===== config.mk =====
export PLATFORM = sky130hd
export DESIGN_NAME = mdu_iterative
export DESIGN_NICKNAME = d
export VERILOG_FILES = /design/src/rtl/mdu_iterative.sv
export SDC_FILE = /design/constraint.sdc
export NUM_CORES = 1
export LEC_CHECK = 0
export BUFFER_PORTS_ARGS = -buffer_cell sky130_fd_sc_hd__buf_2
export CAP_MARGIN = 20
export CORE_MARGIN = 10
export CORE_UTILIZATION = 48
export DETAILED_ROUTE_END_ITERATION = 16
export GPL_TIMING_DRIVEN = 0
export PLACE_DENSITY = 0.73
export SLEW_MARGIN = 10
export SYNTH_ARGS = -nofsm -noshare
export SYNTH_HDL_FRONTEND = slang
export SYNTH_SLANG_ARGS = --single-unit
export TNS_END_PERCENT = 10

===== constraint.sdc =====
create_clock -name clk -period 3.9 [get_ports clk]
set_input_delay 0.195 -clock clk [delete_from_list [all_inputs] [get_ports clk]]
set_output_delay 0.195 -clock clk [all_outputs]
set_load 0.01 [all_outputs]

===== src/rtl/mdu_iterative.sv =====
`default_nettype none
// ==========================================================================
// mdu_iterative: iterative 32x32 shift-add multiply / restoring divide that
// writes hi/lo through two register-file ports. Signed ops via MDU_SIGNED_EN.
// Revision 1.0
// ==========================================================================
module mdu_iterative #(
   parameter int WIDTH = 32,
   parameter int ITER  = 32
) (
   input  logic             clk,
   input  logic             rst_n,
   input  logic             start,
   input  logic [1:0]       op,
   input  logic [WIDTH-1:0] a,
   input  logic [WIDTH-1:0] b,
   input  logic [4:0]       dst_hi,
   input  logic [4:0]       dst_lo,
   output logic             busy,
   output logic             done,
   output logic             div_by_zero,
   output logic             RegWrite,
   output logic [4:0]       WriteReg1,
   output logic [WIDTH-1:0] WriteData1,
   output logic             RegWrite2,
   output logic [4:0]       WriteReg2,
   output logic [WIDTH-1:0] WriteData2
);
   localparam int CW = $clog2(ITER);

   typedef enum logic [1:0] {IDLE = 2'd0, RUN = 2'd1, WRITE = 2'd2} state_t;

   state_t             state_q, state_d;
   logic               is_div_q, is_div_d;
   logic               sign_res_q, sign_res_d;
   logic               sign_rem_q, sign_rem_d;
   logic [4:0]         dst_hi_q, dst_hi_d;
   logic [4:0]         dst_lo_q, dst_lo_d;
   logic [CW-1:0]      cnt_q, cnt_d;
   logic [2*WIDTH-1:0] acc_q, acc_d;
   logic [WIDTH-1:0]   opb_q, opb_d;

   logic               busy_q, busy_d;
   logic               done_q, done_d;
   logic               dbz_q, dbz_d;
   logic               we1_q, we1_d;
   logic               we2_q, we2_d;
   logic [4:0]         wreg1_q, wreg1_d;
   logic [4:0]         wreg2_q, wreg2_d;
   logic [WIDTH-1:0]   wdata1_q, wdata1_d;
   logic [WIDTH-1:0]   wdata2_q, wdata2_d;

   logic               is_signed;
   logic [WIDTH-1:0]   mag_a, mag_b;
   logic [WIDTH:0]     mul_sum, div_diff;
   logic [2*WIDTH-1:0] step_acc, prod_fix;
   logic [WIDTH-1:0]   res_hi, res_lo;

   always_comb begin
`ifdef MDU_SIGNED_EN
      is_signed = op[0];
      mag_a     = (is_signed && a[WIDTH-1]) ? -a : a;
      mag_b     = (is_signed && b[WIDTH-1]) ? -b : b;
`else
      is_signed = op[0] & 1'b0;
      mag_a     = a;
      mag_b     = b;
`endif
      // Multiply: acc = {partial product, remaining multiplier bits}, shifted right.
      mul_sum  = {1'b0, acc_q[2*WIDTH-1:WIDTH]} + {1'b0, opb_q & {WIDTH{acc_q[0]}}};
      // Divide: acc = {remainder, dividend/quotient}, shifted left one bit per step.
      div_diff = acc_q[2*WIDTH-1:WIDTH-1] - {1'b0, opb_q};
      if (is_div_q) begin
         step_acc = div_diff[WIDTH] ? {acc_q[2*WIDTH-2:0], 1'b0}
                                    : {div_diff[WIDTH-1:0], acc_q[WIDTH-2:0], 1'b1};
      end else begin
         step_acc = {mul_sum, acc_q[WIDTH-1:1]};
      end

      prod_fix = sign_res_q ? -step_acc : step_acc;
      if (is_div_q) begin
         res_lo = sign_res_q ? -step_acc[WIDTH-1:0] : step_acc[WIDTH-1:0];
         res_hi = sign_rem_q ? -step_acc[2*WIDTH-1:WIDTH] : step_acc[2*WIDTH-1:WIDTH];
      end else begin
         res_lo = prod_fix[WIDTH-1:0];
         res_hi = prod_fix[2*WIDTH-1:WIDTH];
      end
   end

   always_comb begin
      state_d    = state_q;
      is_div_d   = is_div_q;
      sign_res_d = sign_res_q;
      sign_rem_d = sign_rem_q;
      dst_hi_d   = dst_hi_q;
      dst_lo_d   = dst_lo_q;
      cnt_d      = cnt_q;
      acc_d      = acc_q;
      opb_d      = opb_q;
      done_d     = 1'b0;
      dbz_d      = 1'b0;
      we1_d      = 1'b0;
      we2_d      = 1'b0;
      wreg1_d    = wreg1_q;
      wreg2_d    = wreg2_q;
      wdata1_d   = wdata1_q;
      wdata2_d   = wdata2_q;

      unique case (state_q)
         IDLE: begin
            if (start) begin
               if (op[1] && (b == '0)) begin
                  state_d  = WRITE;
                  done_d   = 1'b1;
                  dbz_d    = 1'b1;
                  wreg1_d  = dst_hi;
                  wreg2_d  = dst_lo;
                  wdata1_d = a;
                  wdata2_d = '1;
                  we1_d    = (dst_hi != 5'd0) && (dst_hi != dst_lo);
                  we2_d    = (dst_lo != 5'd0);
               end else begin
                  state_d    = RUN;
                  is_div_d   = op[1];
                  dst_hi_d   = dst_hi;
                  dst_lo_d   = dst_lo;
                  sign_res_d = is_signed & (a[WIDTH-1] ^ b[WIDTH-1]);
                  sign_rem_d = is_signed & a[WIDTH-1];
                  cnt_d      = CW'(ITER - 1);
                  acc_d      = {{WIDTH{1'b0}}, (op[1] ? mag_a : mag_b)};
                  opb_d      = op[1] ? mag_b : mag_a;
               end
            end
         end
         RUN: begin
            acc_d = step_acc;
            cnt_d = cnt_q - 1'b1;
            // Final step: outputs are registered straight from the fixed-up result.
            if (cnt_q == '0) begin
               state_d  = WRITE;
               done_d   = 1'b1;
               wreg1_d  = dst_hi_q;
               wreg2_d  = dst_lo_q;
               wdata1_d = res_hi;
               wdata2_d = res_lo;
               we1_d    = (dst_hi_q != 5'd0) && (dst_hi_q != dst_lo_q);
               we2_d    = (dst_lo_q != 5'd0);
            end
         end
         WRITE:   state_d = IDLE;
         default: state_d = IDLE;
      endcase

      busy_d = (state_d != IDLE);
   end

   always_ff @(posedge clk or negedge rst_n) begin
      if (!rst_n) begin
         state_q    <= IDLE;
         is_div_q   <= 1'b0;
         sign_res_q <= 1'b0;
         sign_rem_q <= 1'b0;
         dst_hi_q   <= '0;
         dst_lo_q   <= '0;
         cnt_q      <= '0;
         acc_q      <= '0;
         opb_q      <= '0;
         busy_q     <= 1'b0;
         done_q     <= 1'b0;
         dbz_q      <= 1'b0;
         we1_q      <= 1'b0;
         we2_q      <= 1'b0;
         wreg1_q    <= '0;
         wreg2_q    <= '0;
         wdata1_q   <= '0;
         wdata2_q   <= '0;
      end else begin
         state_q    <= state_d;
         is_div_q   <= is_div_d;
         sign_res_q <= sign_res_d;
         sign_rem_q <= sign_rem_d;
         dst_hi_q   <= dst_hi_d;
         dst_lo_q   <= dst_lo_d;
         cnt_q      <= cnt_d;
         acc_q      <= acc_d;
         opb_q      <= opb_d;
         busy_q     <= busy_d;
         done_q     <= done_d;
         dbz_q      <= dbz_d;
         we1_q      <= we1_d;
         we2_q      <= we2_d;
         wreg1_q    <= wreg1_d;
         wreg2_q    <= wreg2_d;
         wdata1_q   <= wdata1_d;
         wdata2_q   <= wdata2_d;
      end
   end

   assign busy        = busy_q;
   assign done        = done_q;
   assign div_by_zero = dbz_q;
   assign RegWrite    = we1_q;
   assign RegWrite2   = we2_q;
   assign WriteReg1   = wreg1_q;
   assign WriteReg2   = wreg2_q;
   assign WriteData1  = wdata1_q;
   assign WriteData2  = wdata2_q;

endmodule
`default_nettype wire


Word-level counts from Yosys, hierarchy flattened
Index checks and enable logic that the tools add are counted.

cells by class
  add/sub/neg operators = 3
  reductions and logical operators = 15
  mux-type cells = 43
  bitwise operators = 2
  equality and inequality tests = 7

operators by type and width
  kind                                                 number
  two-way mux 32 bit                                   8
  two-way mux 64 bit                                   4
  case mux 32 bit (2 select lines)                     2
  case mux 64 bit (2 select lines)                     1
  two-way mux 5 bit                                    8
  adder 32 x 32 -> 33 bit                              1
  subtractor 33 x 32 -> 33 bit                         1
  AND 32 bit                                           1
  zero test 32 bit                                     1
  case mux 5 bit (2 select lines)                      3
  nonzero test 5 bit                                   4
  two-way mux 1 bit                                    10
  != test 5 bit                                        2
  != test 2 bit, second input constant                 4
  two-way mux 2 bit                                    3
  case mux 1 bit (2 select lines)                      3
  AND reduction 3 bit                                  2
  zero test 5 bit                                      1
  subtractor 5 x 1 -> 5 bit, second input constant     1
  case mux 2 bit (2 select lines)                      1
  AND reduction 4 bit                                  1
  nonzero test 2 bit                                   2
  logical AND 1 bit                                    3
  equality test 2 x 1 -> 1 bit, second input constant  1
  other kinds (2)                                      2

word-level totals
  logic and storage cells = 86
  register bits after elaboration = 193
  input port bits = 79
  output and inout bits = 79

Longest topological paths before layout
Gate-level depths: netlist (run 1).

  word-level depth = 6
  depth in mapped cells = 15
  gate-level depth less buffers = 13

Worst setup path before layout (run 1)
OpenSTA, ideal clock, no wires.

  kind = register to register
  start = register acc_q[0]
  end = register acc_q[46]
  path slack = 0.784 ns
  setup time = 0.126 ns
  period minus slack after synthesis = 3.116 ns
  data arrival time = 2.990 ns
  path buffers = 1
  stages on the path, launching flop included = 13
  cell sequence = dfrtp_1 clkbuf_1 and2_1 ha_1 a21o_1 a21o_1 a311oi_1 o21ai_0 a21o_1 a21oi_1 xor2_1 nor2_1 a221o_1

between the ends
  cells in the longest elaborated chain, start to end = 4

RTL lines
  what                              RTL line  RTL
  start, declared                   40        logic [2*WIDTH-1:0] acc_q, acc_d;
  start signal, assigned            166       acc_q <= '0;
  start signal, assigned            185       acc_q <= acc_d;
  AND 32 bit                        70        mul_sum = {1'b0, acc_q[2*WIDTH-1:WIDTH]} + {1'b0, opb_q & {WIDTH{acc_q[0]}}};
  adder 32 x 32 -> 33 bit           70
  two-way mux 64 bit                73        if (is_div_q) begin
  case mux 64 bit (2 select lines)  109       unique case (state_q)

No other way between the ends.
A chain may end at the register's enable or synchronous reset.

Final worst setup path (run 1)
  start = register cnt_q[0]
  end = register wdata1_q[19], in the netlist WriteData1[19]

between the ends
  cells in the longest elaborated chain, start to end = 3

RTL lines
  what                           RTL line  RTL
  start, declared                39        logic [CW-1:0] cnt_q, cnt_d;
  start signal, assigned         184       cnt_q <= cnt_d;
  zero test 5 bit                139       if (cnt_q == '0) begin
  != test 2 bit (no line)        n/a
  AND reduction 4 bit (no line)  n/a
  end signal, assigned           194       wdata1_q <= wdata1_d;
  end, declared                  50        logic [WIDTH-1:0] wdata1_q, wdata1_d;

No other way between the ends.

==> flow_metrics.py, run 1 <==
metrics = {
    "floorplan": {
        "core_um2": 27710,
        "start_util_pct": 48.42,
        "die_h_um": 187.2,
        "die_area_um2": 35030,
        "rows": 61,
        "dieWidth_um": 187.2,
        "ioPinCount": 158,
    },
    "yosys": {
        "synth_mux_area_share_pct": 9.962,
        "yosysMostFrequentCell": "nand2_1",
        "synth_ff_type": "dfrtp_1",
        "yosysTopAreaCell": "dfrtp_1",
        "yosys.area_share.simple_pct": 16.60,
        "synth_top_area_share_pct": 36.00,
        "synth_nets": 1733,
        "synthXorXnorAreaFrac_pct": 4.552,
        "synth_compound_area_share_pct": 21.91,
        "synth_area_um2": 13410,
        "synth_top_family_by_area": "compound AO/OA/AOI/OAI gates",
        "synth_cell_types": 71,
        "ys_seq_elements": 193,
        "seq_area_frac_synth_pct": 36.00,
        "synth_edf_count": 0,
        "synthArstFlopShare_pct": 100.0,
        "yosys_warnings": 0,
        "synth_area_leaders": "dfrtp_1 (36%), ha_1 (6.2%), nand2_1 (5.8%)",
        "syn_inst": 1586,
        "synth-adder-area-share_pct": 6.455,
        "syn_area_per_cell_um2": 8.458,
        "ys_top_cells_by_count": "nand2_1 (207), dfrtp_1 (193), o21ai_0 (153)",
    },
    "placement": {
        "dp.cells": 2121,
        "dp_hpwl_um": 39370,
        "gp_congestion": 1.018,
        "postPlaceCellArea_um2": 14710,
        "pre_cts_ws_ps": -336.0,
        "portBuffers": 156,
    },
    "timing": {
        "period_share_pct": 100.2,
        "final-max-slew-violation-count": 0,
        "tightestPinTransition_ps": 989.2,
        "tns_ps": -6.276,
        "worst_hold_slack_ps": 26.17,
        "hold_viol": 0,
        "rsz0062_at_grt": "yes",
        "setup_ws_ps": -6.276,
        "fin_worst_skew_ps": 16.21,
        "fmax_mhz": 256.0,
        "fin_crit_ps": 3906,
        "setup_viol": 1,
        "maxSlewHeadroom_pct": 34.05,
    },
    "drt": {
        "vias": 13430,
        "drt_iter0_drc": 1566,
        "drc": 0,
        "wl_per_cell_um": 23.58,
        "detail-route-antenna-nets": 0,
        "drt_wl_total_um": 50920,
        "dr.pass1.iters": 8,
        "vias_per_cell": 6.221,
    },
    "cells_and_area": {
        "utilization_pct": 56.01,
        "final_cells": 2159,
        "areaGrowthSynthToFinish_pct": 15.69,
        "postLayoutCellArea_um2": 15520,
        "fin_nets": 1914,
        "drive_gt1_share_pct": 16.46,
    },
    "grt": {
        "grt_pass1_vias": 13300,
        "grt_max_degree": 99,
        "grt_overflow": 0,
        "grt-busiest-layer": "met2",
        "use_met1_pct": 36.94,
        "grt_pass1_wl_um": 78480,
        "antenna_found_initial": 1,
        "grt_util_all_layers_pct": 28.26,
        "use_met2_pct": 43.54,
        "met3_usage_pct": 7.233,
    },
    "critical_path": {
        "r2r_start": "cnt_q[0]",
        "cp.required_ps": 4270,
        "worstPathArrival_ps": 4270,
        "reg2reg_depth": 10,
        "rrSetupSlack_ps": -6,
        "cp_max_fo": 10,
        "r2r_end": "WriteData1[19]",
        "start_kind": "register",
        "crit_path_end_kind": "register",
        "critPathKind": "reg -> reg",
    },
    "power": {
        "total_power_mw": 16.39,
        "p_leak_nw": 7.096,
        "powerDensity_nw_per_um2": 1056,
        "ir_drop_v": 0.0004270,
    },
    "clocking": {
        "clock_path_buffers": 2,
        "cts_tree": "yes",
        "cts_sinks": 193,
        "clk_latency_ps": 450,
        "ctsRootBufferMaster": "clkbuf_16",
        "cts_max_level": 4,
        "numCtsBuffers": 17,
        "path_clk_slew_ps": 80,
    },
    "worst_hold_path": {
        "hold_path.class": "in -> reg",
        "whs_endpoint": "WriteReg2[0]",
        "worstHoldPathCells": 3,
        "min_from": "dst_lo[0]",
    },
    "job": {
        "max-cap-violations": 0,
    },
    "status": {
        "violations": "setup timing",
        "outcome": "finished, violations left",
    },
}
==> cell families after synthesis <==
kind of cell    Yosys count
xor+xnor                 68
fa+ha+maj                68
flops                   193
mux                     125
simple gates            494
compound gates          484
buf+inv                 154
==> layer usage <==
layer,routed length [um],vias up
li1,-,6026
met1,21160,6507
met2,22260,746
met3,5035,152
met4,2459,0
met5,0,-
==> placed cells by master (no fill, tap or decap), types with 7 or more instances in the layout <==
cell type and count:
nand2_1 207, a211oi_1 16, o21ai_0 149, o21ai_1 7
clkbuf_16 17, o21bai_1 15, nand3_1 17, buf_1 14
a21oi_1 130, mux2i_1 68, clkbuf_1 73, ha_1 66
and3_1 7, dfrtp_1 192, nand2b_1 8, or3_1 11
nor2_1 133, nor4_1 10, xnor2_1 36, nor3_1 20
mux2_2 52, a31oi_1 50, nor2b_1 8, xor2_1 30
inv_1 53, buf_2 159, o21a_1 14, nand4_1 18
and2_1 35, a21o_1 24, o211ai_1 12
==> power breakdown <==
group / internal (mW) / total (mW) / switching (mW)
Sequential: 2.97 / 3.95 / 0.975
Combinational: 4.13 / 10.6 / 6.43
Clock: 0.940 / 1.88 / 0.942
==> cell type report <==
cell class                      count  area (um^2)
Buffer                            100        415.4
Antenna cell                        1        2.502
Fill cell                        2545        12190
Tap cell                          378        473.0
Timing Repair Buffer              163        878.3
Clock buffer                       17        425.4
Clock inverter                     15        205.2
Multi-Input combinational cell   1239         8089
Sequential cell                   193         4831
Inverter                           53        198.9
==> sequential cells by signal, indices dropped and copies added, names as in the netlist <==
register and flops:
dst_lo_q 5, state_q 2, dst_hi_q 5, WriteData1 32, cnt_q 5, WriteReg1 5
acc_q 64, WriteReg2 5, WriteData2 32, RegWrite 1, done 1, busy 1
div_by_zero 1, opb_q 32, RegWrite2 1, is_div_q 1
==> repair_timing <==
action / in CTS / in global routing
resized for setup: 14 / 18
hold buffers: 1 / 0
pin swaps: 3 / 3
cloned: 0 / 0
buffers inserted: 2 / 3
endpoints found under the setup margin: 49 / 52
endpoints found under the hold margin: 97 / 0
==> worst max-delay path, stage by stage, from the launching register on <==
cell      delay (ps)
dfrtp_1          420
inv_1            100
ha_1             140
nor4b_1          610
nor2b_1          470
nor2_1           260
inv_1            220
clkbuf_1         620
clkbuf_1         610
o21ai_0          210
a21oi_1          160
==> how the worst max path moves through the flow <==
stage,startpoint,end,slack (ps),cells after the start
after global routing,acc_q[0],WriteData1[17],-50,13
after global placement,rst_n,acc_q[55],-600,1
after detailed placement,acc_q[0],WriteData1[22],-340,12
after floorplan,acc_q[0],acc_q[46],780,12
final,cnt_q[0],WriteData1[19],-6,10
after CTS,acc_q[31],acc_q[53],-2,15
Power figures use the tool's default switching activity.
==> run 2, diff against run 1 <==
CORE_UTILIZATION = 40   (was 48)
PLACE_DENSITY = 0.63   (was 0.73)
==> run 2 against run 1 <==
Net effect: the run now ends clean; largest cell class unchanged; worst setup slack better by 72 ps; global-route usage decreased by 1.8 points; final cell count grew 3.1%; clock skew is 3.1 ps higher; highest routed layer is now met5; design area rose by 0.23%; die area increased by 18%; clock power is 3% lower; sequential power down 2%.
==> flow_metrics.py, run 2 (synthesized netlist as in run 1, its figures left out) <==
metrics = {
    "status": {
        "outcome": "complete, no violations",
    },
    "drt": {
        "drt_wl_total_um": 55480,
        "highest_layer": "met5",
        "detail-route-antenna-nets": 0,
        "vias_per_cell": 6.007,
        "wl_met3_um": 5046,
        "wirelength_met1_um": 22950,
        "vias": 13380,
        "drc": 0,
        "drt_iter0_drc": 1365,
        "wl_per_cell_um": 24.91,
        "route.met2.wl_um": 24600,
        "dr.pass1.iters": 6,
    },
    "timing": {
        "fin_worst_skew_ps": 19.27,
        "rsz0062_at_grt": "yes",
        "fin_crit_ps": 3834,
        "tightestPinTransition_ps": 1223,
        "final-max-slew-violation-count": 0,
        "period_share_pct": 98.31,
        "setup_viol": 0,
        "tns_ps": 0,
        "setup_ws_ps": 66.04,
        "worst_hold_slack_ps": 14.75,
        "maxSlewHeadroom_pct": 18.14,
        "hold_viol": 0,
        "fmax_mhz": 260.8,
    },
    "clocking": {
        "cts_sinks": 193,
        "numCtsBuffers": 17,
        "cts_max_level": 4,
        "ctsRootBufferMaster": "clkbuf_16",
        "cts_tree": "yes",
        "clock_path_buffers": 2,
        "clk_latency_ps": 470,
        "path_clk_slew_ps": 80,
    },
    "floorplan": {
        "core_um2": 33280,
        "rows": 67,
        "die_area_um2": 41260,
        "die_h_um": 203.1,
        "start_util_pct": 40.31,
        "dieWidth_um": 203.1,
        "ioPinCount": 158,
    },
    "cells_and_area": {
        "fin_nets": 1912,
        "layout_commonest_cell": "nand2_1",
        "layout_common_cells": "nand2_1 (207), dfrtp_1 (192), buf_2 (159)",
        "areaGrowthSynthToFinish_pct": 15.96,
        "largest_reg_flops": 64,
        "regMostFlops": "acc_q",
        "postLayoutCellArea_um2": 15550,
        "multiInputGateArea_um2": 8104,
        "regArea_um2": 4831,
        "drive_gt1_share_pct": 16.42,
        "fill_cells": 3276,
        "utilization_pct": 46.74,
        "final_cells": 2227,
    },
    "job": {
        "max-cap-violations": 0,
    },
    "power": {
        "total_power_mw": 16.24,
        "seqPwrFrac_pct": 24.0,
        "cell_internal_pwr_mw": 7.889,
        "combPwrFrac_pct": 64.8,
        "p_leak_nw": 7.077,
        "p_clk_share_pct": 11.2,
        "p_sw_mw": 8.352,
        "powerDensity_nw_per_um2": 1044,
        "switching_share_pct": 51.43,
        "ir_drop_v": 0.0004500,
    },
    "critical_path": {
        "cp.required_ps": 4240,
        "rrSetupSlack_ps": 70,
        "cp_max_fo": 10,
        "start_kind": "register",
        "worstPathArrival_ps": 4170,
        "critPathKind": "reg -> reg",
        "crit_path_end_kind": "register",
    },
    "grt": {
        "grt_max_degree": 100,
        "grt_overflow": 0,
        "grt_util_all_layers_pct": 26.46,
        "grt_pass1_wl_um": 83060,
        "grt_pass1_vias": 13060,
        "antenna_found_initial": 7,
    },
    "worst_hold_path": {
        "hold_path.class": "in -> reg",
    },
    "placement": {
        "gp_congestion": 1.007,
        "dp_hpwl_um": 42980,
        "dp.cells": 2191,
        "portBuffers": 156,
        "postPlaceCellArea_um2": 14790,
        "pre_cts_ws_ps": -643.1,
    },
}
[run 2: power by group through the flow]
stage	registers (mW)	logic (mW)	clock network, mW
2_1_floorplan	3.73	7.01	0
3_3_place_gp	3.86	9.97	0
3_5_place_dp	3.89	10.1	0
4_1_cts	3.86	10.2	1.83
5_1_grt	3.99	11.5	1.91
6_report	3.89	10.5	1.83
[run 2: final cells by class]
cell class              instances  area share [%]
multi-input cells            1239           52.10
flip-flops and latches        193           31.06
repair buffers                160           5.438
well taps                     448           3.604
clock buffers                  17           2.735
plain buffers                 101           2.687
inverters                      53           1.279
clock inverters                15           1.086
diodes                          1         0.01609
[run 2: what timing repair did]
action                     4_1_cts  5_1_grt
hold buffers                     2        0
hold endpoints to repair        99        0
setup endpoints to repair       40       48
resized for setup               17       19
buffers inserted                 0        1
pin swaps                        0        2
[run 2: metal layers]
layer / track usage [%] / vias to the layer above
li1: - / 6039
met1: 34.19 / 6555
met2: 40.51 / 646
met3: 6.359 / 126
met4: 13.59 / 12
met5: 0 / -
[run 2: worst max-delay path: stages (launching register included)]
cell       delay [ps]
dfrtp_2           500
clkbuf_2          250
and2_1            200
ha_1              240
fa_1              500
a211oi_1          290
o21ai_2           180
nand2_1           220
o21ai_2           150
a21boi_1          290
xor2_2            270
nor2_1            110
a2111oi_1         380
nor3_1            110
[run 2: path summary, 6_finish.rpt]
kind | start | end | cells after the start
setup / recovery | acc_q[0] | WriteData1[15] | 13
hold / removal | dst_hi[2] | WriteReg1[2] | 3
setup reg to reg | acc_q[0] | WriteData1[15] | 13
hold reg to reg | WriteData1[4] | WriteData1[4] | 2
max in group asynchronous | rst_n | WriteData1[28] | 3
min in group asynchronous | rst_n | WriteData1[4] | 2
